$ cat config.mk
export PLATFORM = sky130hd
export DESIGN_NAME = reg_writeback_buffer
export DESIGN_NICKNAME = d
export VERILOG_FILES = /design/src/rtl/reg_writeback_buffer.sv
export SDC_FILE = /design/constraint.sdc
export NUM_CORES = 1
export LEC_CHECK = 0
export ABC_AREA = 1
export ABC_CLOCK_PERIOD_IN_PS = 8850
export CORE_MARGIN = 1
export CORE_UTILIZATION = 30
export DETAILED_ROUTE_END_ITERATION = 7
export PLACE_DENSITY = 0.5
export REMOVE_ABC_BUFFERS = 1
export SETUP_SLACK_MARGIN = 0.15
export SLEW_MARGIN = 20
export SYNTH_ARGS = -nofsm -noshare
export SYNTH_HDL_FRONTEND = slang
export SYNTH_SLANG_ARGS = --single-unit
$ cat constraint.sdc
create_clock -name clk -period 8.85 [get_ports clk]
set_input_delay 1.77 -clock clk [delete_from_list [all_inputs] [get_ports clk]]
set_output_delay 1.77 -clock clk [all_outputs]
set_load 0.05 [all_outputs]
$ cat src/rtl/reg_writeback_buffer.sv
// Write-back buffer in front of the register file write port.
// In-order FIFO of {sel, data} write requests, retired one per cycle when the
// write port is free, with newest-value forwarding for two read selectors.
module reg_writeback_buffer #(
   parameter int unsigned DEPTH  = 4,
   parameter int unsigned ADDR_W = 5,
   parameter int unsigned DATA_W = 32
) (
   input  logic                      clk,
   input  logic                      reset,
   // execute-stage request
   input  logic                      in_valid,
   output logic                      in_ready,
   input  logic [ADDR_W-1:0]         in_sel,
   input  logic [DATA_W-1:0]         in_data,
   // register file write port
   input  logic                      drain_en,
   output logic                      rf_write_sel,
   output logic [ADDR_W-1:0]         rf_sel_write,
   output logic [DATA_W-1:0]         rf_data_write,
   // read-after-write forwarding
   input  logic [ADDR_W-1:0]         fwd_sel1,
   input  logic [ADDR_W-1:0]         fwd_sel2,
   output logic                      fwd_hit1,
   output logic                      fwd_hit2,
   output logic [DATA_W-1:0]         fwd_data1,
   output logic [DATA_W-1:0]         fwd_data2,
   // occupancy
   output logic [$clog2(DEPTH):0]    count,
   output logic                      empty,
   output logic                      full
);

   localparam int unsigned PTR_W = $clog2(DEPTH);
   localparam int unsigned CNT_W = PTR_W + 1;

   logic [ADDR_W-1:0] sel_mem_q  [DEPTH];
   logic [DATA_W-1:0] data_mem_q [DEPTH];

   logic [PTR_W-1:0]  wr_ptr_q, wr_ptr_d;
   logic [PTR_W-1:0]  rd_ptr_q, rd_ptr_d;
   logic [CNT_W-1:0]  count_q, count_d;

   logic              push;
   logic              pop;

   // Flags and handshake come only from registered occupancy.
   always_comb begin
      empty    = (count_q == '0);
      full     = (count_q == CNT_W'(DEPTH));
      in_ready = !full;
      count    = count_q;
      push     = in_valid && in_ready;
      pop      = !empty && drain_en;
   end

   // Head entry drives the write port; zeroed when nothing is pending.
   always_comb begin
      rf_write_sel  = pop;
      rf_sel_write  = '0;
      rf_data_write = '0;
      if (!empty) begin
         rf_sel_write  = sel_mem_q[rd_ptr_q];
         rf_data_write = data_mem_q[rd_ptr_q];
      end
   end

   // Pointer and occupancy next-state; pointers wrap naturally at DEPTH.
   always_comb begin
      wr_ptr_d = wr_ptr_q;
      rd_ptr_d = rd_ptr_q;
      count_d  = count_q;
      if (push) begin
         wr_ptr_d = wr_ptr_q + PTR_W'(1);
      end
      if (pop) begin
         rd_ptr_d = rd_ptr_q + PTR_W'(1);
      end
      unique case ({push, pop})
         2'b10:   count_d = count_q + CNT_W'(1);
         2'b01:   count_d = count_q - CNT_W'(1);
         default: count_d = count_q;
      endcase
   end

   // Control state with asynchronous reset; pending writes are discarded.
   always_ff @(posedge clk or posedge reset) begin
      if (reset) begin
         wr_ptr_q <= '0;
         rd_ptr_q <= '0;
         count_q  <= '0;
      end else begin
         wr_ptr_q <= wr_ptr_d;
         rd_ptr_q <= rd_ptr_d;
         count_q  <= count_d;
      end
   end

   // Entry storage is not reset; only occupied slots are ever observed.
   always_ff @(posedge clk) begin
      if (push) begin
         sel_mem_q[wr_ptr_q]  <= in_sel;
         data_mem_q[wr_ptr_q] <= in_data;
      end
   end

   // Forwarding scans oldest to newest so the last match is the newest value.
   always_comb begin
      logic [PTR_W-1:0] idx;
      idx       = '0;
      fwd_hit1  = 1'b0;
      fwd_hit2  = 1'b0;
      fwd_data1 = '0;
      fwd_data2 = '0;
      for (int unsigned i = 0; i < DEPTH; i++) begin
         idx = rd_ptr_q + PTR_W'(i);
         if (CNT_W'(i) < count_q) begin
            if (sel_mem_q[idx] == fwd_sel1) begin
               fwd_hit1  = 1'b1;
               fwd_data1 = data_mem_q[idx];
            end
            if (sel_mem_q[idx] == fwd_sel2) begin
               fwd_hit2  = 1'b1;
               fwd_data2 = data_mem_q[idx];
            end
         end
      end
   end

endmodule

==> metrics.txt, run 1 <==
status=complete, no violations; num rows=between 70 and 80; Crit Path Category=register to primary output; setup bufs post-CTS=0; Initial DRC Count=~800; Antenna Nets Post-Route=0; worst relative slew slack=0.265; clk slew on worst S/H paths=~60 ps; Yosys top cell area share=0.369; register area share after synthesis=0.384; Place WS=between 1500 and 2000 ps; Resized cells post-CTS=0; FMAX=141 MHz; gr ovfl total=0; clk buf depth=2; required time worst endpoint=about 7100 ps; Critical Path Max Stage Delay=810 ps; crit path DAT=5330 ps; most frequent cells in the layout=nand2_1, nor2_1, o21ai_0, clkdlybuf4s50_1, nand3_1; Slew Limit Fails=0; initial core utilization=0.308; Remaining DRCs=0; Post-DP HPWL=25500 um; final worst setup slack=roughly 1700 ps; Post-synth EDFFs=between 100 and 150; cell chain of the critical path=buf_4, nand2_1, nand2_4, nand2_1, o21ai_2, inv_2, nand2_1, nand2_1, nor2_1, nand3_1, nor2_4, buf_4, nand2_1, nand2_1, clkdlybuf4s50_1; Layout Nets=between 1.5k and 2k; # clock sinks=155; Crit-path slowest cell=clkdlybuf4s50_1; register bit total from synthesis=roughly 160; Synth cell types=33; reg2reg start=count[0]$_DFFE_PP0P_; Critical Path Fanout Max=80; Fin Clk Skew=between 10 and 15 ps; Synth warnings=0; Die Ht=202 um; io pins=161; WL/cell=between 15 and 20 um; Buffers on Ports=160; CP startpoint=rd_ptr_q[1]$_DFFE_PP0P_; vias=11.8k; hold_buf cts=0; # H-tree levels=4; Skew-Pair Late Insertion Delay=between 400 and 500 ps; placed inst area=between 0.01 and 0.015 mm2; DRT Pass-1 Iters=5; total negative setup slack=0 ps; area of the core=0.0391 mm2; layout cell share with drive strength beyond 1=0.0449; Final Wtd Congestion=slightly below 0.9; initial antenna violation count=1; minimum clock period=around 7000 ps; Crit path top cell by count=nand2_1; Total GRT Usage=0.202; Hold Path Origin=count[1]$_DFFE_PP0P_; Fillers=about 4.1k; CTS Root Cell=clkbuf_16; Mapped Cells=roughly 1.8k; # diodes=0; Worst-Margin Slew=between 1000 and 1500 ps; critical path launch point type=register; cell area after synthesis=around 0.012 mm2; WL final=a little over 40000 um; most common cell after layout, fill and taps aside=nand2_1; Synth Flop Type=edfxtp_1; class of the worst hold path=register to register; syn avg cell area=about 6.6 um2; Die W=202 um; CTS tree=yes; Final Cycle Share=0.803; vias in the first global route=~11k; Final Hold Vio Count=0; cell accounting for the most synthesized area=edfxtp_1; Final setup violation count=0; die area=0.0409 mm2; first-pass GRT wire length=about 63000 um; Num CTS Buffers=17; RSZ-0062 raised after global routing=no; Setup crit end kind=primary output; Post-synth ARST share=0.0452; Area Overhead vs Synth=20.9%; final instance area=0.0145 mm2; largest net degree at the start of global routing=~120; drt via density=~4.8; Final Util=0.372; synth top area cells=edfxtp_1, nand2_1, o21ai_0; MaxCap Viol Count=0
## cell type report
class | instances | area (um2) | share of cell area
multi-input cells | 1399 | 6320 | 0.435
flip-flops and latches | 155 | 4630 | 0.318
repair buffers | 180 | 1800 | 0.123
well taps | 518 | 648 | 0.0446
inverters | 152 | 573 | 0.0394
clock buffers | 17 | 425 | 0.0293
clock inverters | 14 | 153 | 0.0105
## state kept, by name, summed over array words and instances, names as in the netlist
signal,cells
count,3
wr_ptr_q,2
data_mem_q,128
rd_ptr_q,2
sel_mem_q,20
## final timing paths
| path | slack [ps] | endpoint | cells past startpoint |
|---|---|---|---|
| max | 1750 | fwd_data2[15] | 15 |
| min | 570 | count[1]$_DFFE_PP0P_ | 2 |
| max reg2reg | 6470 | data_mem_q[2][18]$_DFFE_PP_ | 6 |
| min reg2reg | 570 | count[1]$_DFFE_PP0P_ | 2 |
| max in group asynchronous | 7020 | rd_ptr_q[0]$_DFFE_PP0P_ | 2 |
| min in group asynchronous | 1580 | wr_ptr_q[1]$_DFFE_PP0P_ | 2 |
## logic make-up (layout without fill, tap and decap cells)
family / count (synthesis) / count (layout) / share of synthesized area
AND/OR/NAND/NOR: 1132 / 1132 / 0.382
buffers and inverters: 271 / 363 / 0.0986
AO/OA/AOI/OAI: 213 / 213 / 0.0903
XOR/XNOR: 14 / 14 / 0.0102
multiplexers: 31 / 31 / 0.0258
adder cells (fa/ha/maj): 9 / 9 / 0.00936
flip-flops: 155 / 155 / 0.384
## Yosys cell counts, types with 2 or more instances
cell type / count
nand4_1: 35
ha_1: 9
buf_1: 8
buf_2: 51
dfrtp_1: 7
xor2_1: 12
inv_1: 147
a21oi_1: 2
o21ai_2: 4
edfxtp_1: 148
mux2i_1: 31
xnor2_1: 2
nand2_2: 2
nand2_1: 674
buf_4: 19
inv_2: 4
buf_6: 4
nand3_1: 152
clkbuf_1: 36
o21ai_1: 4
nor2_1: 256
nor2_2: 7
o21ai_0: 201
## per-stage QoR
step,cells,hold slack (ps)
final,2435,566
after global routing,2435,612
after CTS,2433,567
after detailed placement,2402,551
after global placement,2402,532
after floorplan,1706,557
## per-layer routing
metal | track usage | share of wire | vias to the layer above
li1 | - | - | 6021
met1 | 0.273 | 0.47 | 5387
met2 | 0.337 | 0.47 | 307
met3 | 0.0240 | 0.044 | 52
met4 | 0.0602 | 0.017 | 2
met5 | 0 | 0.00034 | -
## critical path, delay by kind of cell, from the launching register on
family,cells,cell delay (ps)
DFF,1,410
buffers and inverters,4,1990
AOI/OAI and AO/OA,1,140
and+or+nand+nor,10,2340
Power of run 1 is not shown: default switching activity piles up to over one toggle a cycle in this logic, so the estimate is an artifact.
==> inputs of run 2 (changes only) <==
Settings changed: ABC_CLOCK_PERIOD_IN_PS 8850 to 6100, PLACE_DENSITY 0.5 to 0.51.
Clock period 8.85 ns to 6.1 ns, I/O delays scaled along.
==> metrics.txt, run 2 (same netlist as run 1, synthesis figures left out) <==
initial antenna violation count=3; Crit Path Category=register to primary output; layout cell share with drive strength beyond 1=0.0812; Area Overhead vs Synth=22.8%; Critical Path Fanout Max=39; DRT Pass-1 Iters=5; Layout Nets=~2.0k; Top reg by flops=data_mem_q; vias in the first global route=around 11k; Worst-Margin Slew=about 990 ps; Setup crit end kind=primary output; Buffers on Ports=160; MaxCap Viol Count=0; WL/cell=16.7 um; final cell count without fillers=around 2.4k; largest net degree at the start of global routing=just over 100; critical path launch point type=register; Final setup violation count=0; Final Hold Vio Count=0; setup bufs post-CTS=0; Initial DRC Count=around 1.0k; worst flop-to-flop path endpoint=data_mem_q[0][27]$_DFFE_PP_; FMAX=192 MHz; Final Wtd Congestion=approximately 0.87; status=complete, no violations; drt via density=4.89; placed inst area=0.0142 mm2; CTS Root Cell=clkbuf_16; gr ovfl total=0; CP startpoint=rd_ptr_q[1]$_DFFE_PP0P_; Final Cycle Share=0.856; die area=0.0409 mm2; initial core utilization=0.308; hold_buf cts=0; class of the worst hold path=register to register; WL final=a little over 40000 um; worst relative slew slack=0.339; Antenna Nets Post-Route=0; Slew Limit Fails=0; # clock sinks=between 150 and 200; Min Hold Slack=563 ps; Total GRT Usage=0.203; reg2reg start=count[0]$_DFFE_PP0P_; Remaining DRCs=0; DP Cell Count=approximately 2.4k; vias=~12k; final instance area=between 0.01 and 0.015 mm2; most common cell after layout, fill and taps aside=nand2_1; most frequent cells in the layout=nand2_1, nor2_1, o21ai_0, nand3_1, edfxtp_1; Fin Clk Skew=about 7.3 ps; max reg flops=128; reg2reg setup slack=3220 ps; worst r2r path cells=6; Die Ht=between 200 and 250 um; clk slew on worst S/H paths=70 ps; Die W=~200 um; minimum clock period=approximately 5200 ps; RSZ-0062 raised after global routing=no; Final Util=0.378; area of the core=between 0.03 and 0.04 mm2; Critical Path Sink=fwd_data2[3]; clk buf depth=2; Skew-Pair Late Insertion Delay=about 440 ps; required time worst endpoint=roughly 4900 ps; first-pass GRT wire length=64000 um; CTS tree=yes; # H-tree levels=4; crit path DAT=~4000 ps; Num CTS Buffers=17; Resized cells post-CTS=0; io pins=roughly 160; Post-DP HPWL=between 20000 and 30000 um; num rows=between 70 and 80
==> run 2: changes by cell type in the layout (fill, tap and decap cells not counted), moves of 2 or more <==
cell,delta
buf_12,+34
clkdlybuf4s50_1,-66
clkinv_2,+3
buf_16,-2
buf_4,+39
==> run 2: worst min-delay path by stage <==
stage                             from                       to  slack, ps  cells after the start
2_1_floorplan  wr_ptr_q[1]$_DFFE_PP0P_  wr_ptr_q[1]$_DFFE_PP0P_        560                      2
3_3_place_gp      count[1]$_DFFE_PP0P_     count[1]$_DFFE_PP0P_        530                      2
3_5_place_dp      count[1]$_DFFE_PP0P_     count[1]$_DFFE_PP0P_        550                      2
4_1_cts           count[1]$_DFFE_PP0P_     count[1]$_DFFE_PP0P_        570                      2
5_1_grt           count[1]$_DFFE_PP0P_     count[1]$_DFFE_PP0P_        620                      2
6_report          count[1]$_DFFE_PP0P_     count[1]$_DFFE_PP0P_        560                      2
==> run 2: per-layer routing <==
layer  part of all wire  global-route usage  routed length (um)
met3              0.051              0.0298                2100
met1               0.46               0.269               18600
met5            0.00024                   0                  10
met2               0.47               0.339               19200
met4              0.022              0.0653                 916
==> run 2: cell type report <==
cell class,instances,area [um2]
tap,518,648
multi-input combinational,1399,6310
sequential,155,4630
antenna,1,2.50
inverter,152,573
clock buffer,17,425
timing repair buffer,184,2040
clock inverter,15,136
fill,4085,24300
==> run 2: stage by stage <==
step | worst slack, ps | TNS, ps
2_1_floorplan | -3790 | -220670
3_3_place_gp | 1070 | 0
3_5_place_dp | 1060 | 0
4_1_cts | 864 | 0
5_1_grt | 499 | 0
6_report | 881 | 0
==> run 2: worst max-delay path, stage by stage (launching register included) <==
cell	delay (ps)
dfrtp_4	510
inv_2	460
nand2_2	130
nand2_4	360
nand2_1	110
o21ai_2	120
inv_2	60
nand2_1	50
nand2_1	50
nor2_1	100
nand3_1	160
nor2_4	490
buf_4	460
nor2_1	80
nand2_1	80
nand2_1	120
buf_12	180
Power of run 2 is left out for the same reason.
==> inputs of run 3 (changes only) <==
Settings changed: CTS_CLUSTER_SIZE from default to 25, REMOVE_ABC_BUFFERS 1 to default.
==> metrics.txt, run 3 (same netlist as run 1, synthesis figures left out) <==
Remaining DRCs=0; largest net degree at the start of global routing=143; vias=11.9k; CTS Root Cell=clkbuf_16; Resized cells post-CTS=0; Top reg by flops=data_mem_q; Die W=202 um; FMAX=between 150 and 200 MHz; # diodes=0; required time worst endpoint=4880 ps; Total GRT Usage=0.198; num rows=between 70 and 80; Place WS=approximately 860 ps; Skew-Pair Late Insertion Delay=approximately 430 ps; worst relative slew slack=0.322; total negative setup slack=0 ps; MaxCap Viol Count=0; setup bufs post-CTS=0; Slew Limit Fails=0; cell chain of the critical path=buf_4, nand3_1, nand2_1, nand2_1, nand2_1, nor2_1, nand3_1, clkinv_1, buf_4, nand3_1, nand2_1, nand2_1, nand2_1, buf_12; DP Cell Count=about 2.4k; Layout Nets=between 1.5k and 2k; Area Overhead vs Synth=23.0%; io pins=161; crit path DAT=approximately 4100 ps; DRT Pass-1 Iters=7; CTS tree=yes; layout cell share with drive strength beyond 1=0.0816; clk slew on worst S/H paths=roughly 70 ps; Die Ht=between 200 and 250 um; hold_buf cts=0; syn nets=1885; # clock sinks=155; die area=0.0409 mm2; first-pass GRT wire length=between 60000 and 70000 um; # H-tree levels=4; final worst setup slack=~780 ps; final cell count without fillers=about 2.4k; Crit Path Category=register to primary output; Crit path top cell by count=nand2_1; Final Cycle Share=0.873; critical path launch point type=register; initial core utilization=0.308; most frequent cells in the layout=nand2_1, nor2_1, o21ai_0, nand3_1, edfxtp_1; Post-DP HPWL=between 20000 and 30000 um; minimum clock period=between 5000 and 6000 ps; Fin Clk Skew=slightly above 10 ps; CP top delay family=buffers and inverters; max reg flops=approximately 130; WL/cell=~17 um; RSZ-0062 raised after global routing=no; class of the worst hold path=register to register; initial antenna violation count=0; Final Wtd Congestion=roughly 0.87; Worst Path Buf+Inv=4; Antenna Nets Post-Route=0; area of the core=0.0391 mm2; Fillers=between 4k and 5k; Setup crit end kind=primary output; Num CTS Buffers=17; Final setup violation count=0; clk buf depth=2; Initial DRC Count=between 800 and 900; Crit-path slowest cell=clkinv_1; most common cell after layout, fill and taps aside=nand2_1; Critical Path Max Stage Delay=approximately 700 ps; WL final=around 40000 um; vias in the first global route=11.0k; Final Hold Vio Count=0; status=complete, no violations; drt via density=4.85; gr ovfl total=0; Buffers on Ports=160; Critical Path Fanout Max=between 70 and 80; Worst-Margin Slew=~1000 ps
[run 3: cell count changes in the layout (fill, tap and decap cells not counted), sizes merged, moves of 2 or more]
cell / before / now
inv: 158 / 162
buf: 90 / 92
clkinv: 6 / 4
clkinvlp: 2 / 0
[run 3: path summary, 6_finish.rpt]
check,from,endpoint,slack (ps),cells after the start
worst min register to register,count[1]$_DFFE_PP0P_,count[1]$_DFFE_PP0P_,550,2
worst min-delay path,count[1]$_DFFE_PP0P_,count[1]$_DFFE_PP0P_,550,2
min in group asynchronous,reset,count[1]$_DFFE_PP0P_,1050,2
worst max-delay path,rd_ptr_q[1]$_DFFE_PP0P_,fwd_data2[28],780,14
max in group asynchronous,reset,rd_ptr_q[0]$_DFFE_PP0P_,4790,2
worst max register to register,count[0]$_DFFE_PP0P_,data_mem_q[2][28]$_DFFE_PP_,3220,6
[run 3: layout make-up]
class,count,area (um2),area share
clock buffer,18,429,0.0290
inverter,152,573,0.0387
timing repair buffer,186,2060,0.139
multi-input combinational,1399,6310,0.427
sequential,155,4620,0.313
clock inverter,14,145,0.00981
tap,518,648,0.0438
[run 3: worst register-to-register path, stage by stage, from the launching register on]
cell and delay, ps:
dfrtp_1 440, inv_1 120, ha_1 240, nand2_1 120, nand2_1 320, nor2_4 890, buf_4 420
[run 3: per-stage QoR]
stage / hold WS, ps / util / cell area [um2]
final: 551 / 0.378 / 14800
after global routing: 595 / 0.378 / 14800
after CTS: 551 / 0.378 / 14800
after detailed placement: 536 / 0.364 / 14200
after global placement: 530 / 0.364 / 14200
after floorplan: 557 / - / 12000
[run 3: per-layer routing]
metal / part of all wire / up-vias / GRT usage
li1: - / 6041 / -
met1: 0.46 / 5434 / 0.265
met2: 0.48 / 351 / 0.333
met3: 0.054 / 29 / 0.0303
met4: 0.010 / 0 / 0.0438
met5: 0 / - / 0
Power of run 3 is left out for the same reason.
